**src/rtl/muldiv_pkg.sv**
```systemverilog
// Shared types for the multiply/divide sequencer: FSM states, op encoding
// and exception causes.
package muldiv_pkg;

    typedef enum logic [2:0] {
        IDLE,
        ISSUE,
        WAIT,
        WRITE,
        DONE,
        EXC
    } muldiv_state_t;

    localparam logic OP_MULT = 1'b0;
    localparam logic OP_DIV  = 1'b1;

    typedef enum logic {
        EXC_DIVZERO,
        EXC_TIMEOUT
    } exc_cause_t;

endpackage

```
**src/rtl/muldiv_ctrl.sv**
```systemverilog
// Sequences one multiply or divide: start pulse, wait for the unit, write
// HI/LO and report completion, or raise a divide-by-zero/timeout exception.
module muldiv_ctrl
    import muldiv_pkg::*;
#(
    parameter int MAX_CYCLES = 64
) (
    input  logic clock,
    input  logic reset,
    input  logic op_valid,
    input  logic op_div,
    input  logic flush,
    input  logic mult_end,
    input  logic div_end,
    input  logic div_zero,
    output logic op_ready,
    output logic busy,
    output logic start_mult,
    output logic start_div,
    output logic hilo_sel,
    output logic wr_hi,
    output logic wr_lo,
    output logic done,
    output logic exc_divzero,
    output logic exc_timeout
);

    localparam int CW = (MAX_CYCLES > 1) ? $clog2(MAX_CYCLES) : 1;
    localparam logic [CW-1:0] CNT_LAST = CW'(MAX_CYCLES - 1);

    muldiv_state_t state_q, state_d;
    logic [CW-1:0] cnt_q, cnt_d;
    logic          op_q, op_d;
    exc_cause_t    cause_q, cause_d;

    logic op_ready_q, op_ready_d;
    logic busy_q, busy_d;
    logic start_mult_q, start_mult_d;
    logic start_div_q, start_div_d;
    logic wr_q, wr_d;
    logic done_q, done_d;
    logic exc_divzero_q, exc_divzero_d;
    logic exc_timeout_q, exc_timeout_d;

    logic sel_end;
    assign sel_end = (op_q == OP_DIV) ? div_end : mult_end;

    always_comb begin
        state_d = state_q;
        cnt_d   = cnt_q;
        op_d    = op_q;
        cause_d = cause_q;

        unique case (state_q)
            IDLE: begin
                if (op_valid) begin
                    op_d    = op_div;
                    state_d = ISSUE;
                end
            end
            ISSUE: begin
                cnt_d   = '0;
                state_d = flush ? IDLE : WAIT;
            end
            WAIT: begin
                // Priority: flush, divide-by-zero, unit done, timeout.
                if (flush) begin
                    state_d = IDLE;
                end else if (op_q == OP_DIV && div_zero) begin
                    cause_d = EXC_DIVZERO;
                    state_d = EXC;
                end else if (sel_end) begin
                    state_d = WRITE;
                end else if (cnt_q == CNT_LAST) begin
                    cause_d = EXC_TIMEOUT;
                    state_d = EXC;
                end else begin
                    cnt_d = cnt_q + 1'b1;
                end
            end
            WRITE:   state_d = flush ? IDLE : DONE;
            DONE:    state_d = IDLE;
            EXC:     state_d = IDLE;
            default: state_d = IDLE;
        endcase

        // Outputs are registered, so they are decoded from the next state.
        op_ready_d    = (state_d == IDLE);
        busy_d        = (state_d != IDLE);
        start_mult_d  = (state_d == ISSUE) && (op_d == OP_MULT);
        start_div_d   = (state_d == ISSUE) && (op_d == OP_DIV);
        wr_d          = (state_d == WRITE);
        done_d        = (state_d == DONE);
        exc_divzero_d = (state_d == EXC) && (cause_d == EXC_DIVZERO);
        exc_timeout_d = (state_d == EXC) && (cause_d == EXC_TIMEOUT);
    end

    always_ff @(posedge clock) begin
        if (reset) begin
            state_q       <= IDLE;
            cnt_q         <= '0;
            op_q          <= OP_MULT;
            cause_q       <= EXC_DIVZERO;
            op_ready_q    <= 1'b1;
            busy_q        <= 1'b0;
            start_mult_q  <= 1'b0;
            start_div_q   <= 1'b0;
            wr_q          <= 1'b0;
            done_q        <= 1'b0;
            exc_divzero_q <= 1'b0;
            exc_timeout_q <= 1'b0;
        end else begin
            state_q       <= state_d;
            cnt_q         <= cnt_d;
            op_q          <= op_d;
            cause_q       <= cause_d;
            op_ready_q    <= op_ready_d;
            busy_q        <= busy_d;
            start_mult_q  <= start_mult_d;
            start_div_q   <= start_div_d;
            wr_q          <= wr_d;
            done_q        <= done_d;
            exc_divzero_q <= exc_divzero_d;
            exc_timeout_q <= exc_timeout_d;
        end
    end

    assign op_ready    = op_ready_q;
    assign busy        = busy_q;
    assign start_mult  = start_mult_q;
    assign start_div   = start_div_q;
    assign hilo_sel    = op_q;
    assign wr_hi       = wr_q;
    assign wr_lo       = wr_q;
    assign done        = done_q;
    assign exc_divzero = exc_divzero_q;
    assign exc_timeout = exc_timeout_q;

endmodule

```
**config.mk**
```make
export PLATFORM = sky130hd
export DESIGN_NAME = muldiv_ctrl
export DESIGN_NICKNAME = d
export VERILOG_FILES = /design/src/rtl/muldiv_pkg.sv /design/src/rtl/muldiv_ctrl.sv
export SDC_FILE = /design/constraint.sdc
export NUM_CORES = 1
export LEC_CHECK = 0
export ABC_AREA = 0
export CAP_MARGIN = 20
export CORE_AREA = 2 2 47 49
export CTS_CLUSTER_SIZE = 12
export DETAILED_ROUTE_END_ITERATION = 16
export DIE_AREA = 0 0 49 51
export PLACE_DENSITY_LB_ADDON = 0.12
export REMOVE_ABC_BUFFERS = 1
export SKIP_CTS_REPAIR_TIMING = 1
export SYNTH_ARGS = -nofsm -noshare
export SYNTH_HDL_FRONTEND = slang
export SYNTH_SLANG_ARGS = --single-unit
```
**constraint.sdc**
```tcl
create_clock -name clock -period 1.6 [get_ports clock]
set_clock_uncertainty 0.05 [all_clocks]
set_input_delay 0.4 -clock clock [delete_from_list [all_inputs] [get_ports clock]]
set_output_delay 0.4 -clock clock [all_outputs]
set_load 0.05 [all_outputs]
```
==> summary.txt <==
status = finished, final reports clean
Hold Path Class = flop to flop
nets = 130
antenna viol nets, final = 0
Synth area leader = dfxtp_1
antenna violations before repair = 0
Overall Power = 900 uW
pre-CTS setup slack = -0.658 ns
Pleak = 0.548 nW
post-route cell area = 1330 um^2
die area = 2500 um^2
CP max FO = 8
register area share after synthesis = 0.460
biggest regs = cnt_q x6, state_q x3
cells along the critical path = ha_1, nand2_2, o221ai_2, buf_6, or3_1, a21oi_1
Worst Setup Path Type = flop to flop
Critical Path AT = 1.71 ns
DRT Pass-1 Iters = 4
cell area after synthesis = 827 um^2
VDD IR max = 492 uV
Placed Cells = 143
gr usage total = 0.154
relative slew slack = 0.712
Final Worst Setup Slack = 0.0698 ns
layout cells sized above 1 = 0.400
RSZ-0062 raised after global routing = false
Final Hold Fails = 0
I/O Buffers = 17
Placer Congestion = 0.763
worst skew pair latency = 0.29 ns
Required @ worst endpoint = 1.78 ns
maximum clock path buffer count = 2
CTS HTree Levels = 1
fill count = 177
FFs w/ async S/R, synth = 0
Detailed Route WL = 1730 um
# Max-Cap Violations = 0
CTS tree = yes
crit end category = flop
ANT cells = 0
area share of the largest cell type after synthesis = 0.460
Final min period = 1.53 ns
via count = 728
Core Box Area = 2060 um^2
Post-synth EDFFs = 0
Slew @ Worst Pin = 0.426 ns
YS warnings = 0
row count = 17
placed cell areas = 1230 um^2
Synth-to-Final Area Change = 60.5%
global-route wire length before repair = 2990 um
Die Span X = 49 um
Cells after Synth = 85
power density over the cells = 678 nW/um^2
vias in the first global route = 718
grt total ovfl = 0
unique cell type count in the Yosys netlist = 37
most flop-heavy register = cnt_q
ranking of synthesized cells by area = dfxtp_1 46%, nor2_1 3.2%, a21oi_1 3.0%
dpl hpwl = 1340 um
Starting Density = 0.401
clk sinks = 19
DR WL/cell = 11.7 um
Die Y = 51 um
CTS Buf Count = 3
Setup crit start kind = flop
Non-Filler Instances = 148
final core utilization = 0.643
crit-path max cell delay = 0.33 ns
I/O pins = 18
vias per cell = 4.92
count of final max-slew check failures = 0
dominant synthesized flop cell = dfxtp_1
DR iter-0 viols = 7
Root Buffer = clkbuf_4
period utilization = 0.956
Peak Freq = 653 MHz
Final Setup Violations = 0
clock-pin slew on the worst setup and hold paths = 0.10 ns
Post-Syn Area per Cell = 9.73 um^2
largest net degree at the start of global routing = 11
crit path max-delay cell type = dfxtp_1
Seq cells post-synth = 19
DRC = 0
max reg flops = 6
==> logic make-up after synthesis <==
logic type / share of synthesized area
fa+ha+maj: 0.0151
xor+xnor: 0.0106
mux: 0.0257
flops: 0.460
compound gates: 0.157
simple gates: 0.284
buf+inv: 0.0469
==> critical path, delay by kind of cell, from the launching register on <==
kind	cells	cell delay, ns
flops	1	0.33
compound gates	2	0.25
fa+ha+maj	1	0.24
simple gates	2	0.45
buf+inv	1	0.16
==> final cells by class <==
| cell class | instances | area (um^2) | share of cell area |
|---|---|---|---|
| inverter | 3 | 11.3 | 0.00848 |
| timing repair buffer | 35 | 419 | 0.316 |
| tap | 28 | 35.0 | 0.0264 |
| multi-input combinational | 59 | 445 | 0.336 |
| clock buffer | 4 | 26.3 | 0.0198 |
| sequential | 19 | 390 | 0.294 |
==> stage by stage <==
| step | hold WS (ns) | TNS (ns) |
|---|---|---|
| finish | 0.452 | 0 |
| CTS | 0.440 | -2.07 |
| global placement | 0.410 | -5.36 |
| global route | 0.473 | 0 |
| detailed placement | 0.420 | -5.95 |
| floorplan | 0.402 | -1.61 |
==> placed cells by master, fill, tap and decap left out, types with 2 or more instances in the layout <==
cell type / instances
nand3_1: 3
o21ai_0: 5
nand3b_1: 2
a21oi_1: 5
buf_12: 10
clkdlybuf4s50_1: 3
or3_1: 3
nor3b_1: 2
dfxtp_2: 2
dfxtp_4: 2
nor2_1: 6
clkbuf_4: 3
buf_4: 17
nand2_1: 3
dfxtp_1: 15
inv_1: 3
dlymetal6s2s_1: 4
nor3_1: 2
nor3_2: 2
==> report_power, final <==
group	total [mW]	leakage (nW)	switching, mW	internal (mW)
registers	0.498	0.157	0.0144	0.484
logic	0.168	0.377	0.0800	0.0879
clock network	0.234	0.0150	0.137	0.0969
==> path summary, 6_finish.rpt <==
check,start,endpoint,slack [ns],depth (start not counted)
min,cnt_q[5],cnt_q[5],0.45,2
min reg2reg,cnt_q[5],cnt_q[5],0.45,2
max,cnt_q[0],cnt_q[3],0.07,6
max reg2reg,cnt_q[0],cnt_q[3],0.07,6
==> metal layers <==
layer,global-route usage,up-vias,wire length (um)
li1,-,380,-
met1,0.187,337,806
met2,0.263,7,850
met3,0.0380,4,45
met4,0.0571,0,29
met5,0,-,0
==> cells in the mapped netlist (all sizes together) (2+ instances only) <==
cell and n:
dfxtp 19, nor2 7, o21ai 7, a21oi 5, nand2 4, nand3 4
nor3 4, buf 3, inv 3, nor3b 3, or3 3, nand3b 2
nor4b 2, o22ai 2
No activity file was read; power rests on OpenSTA's default activity.
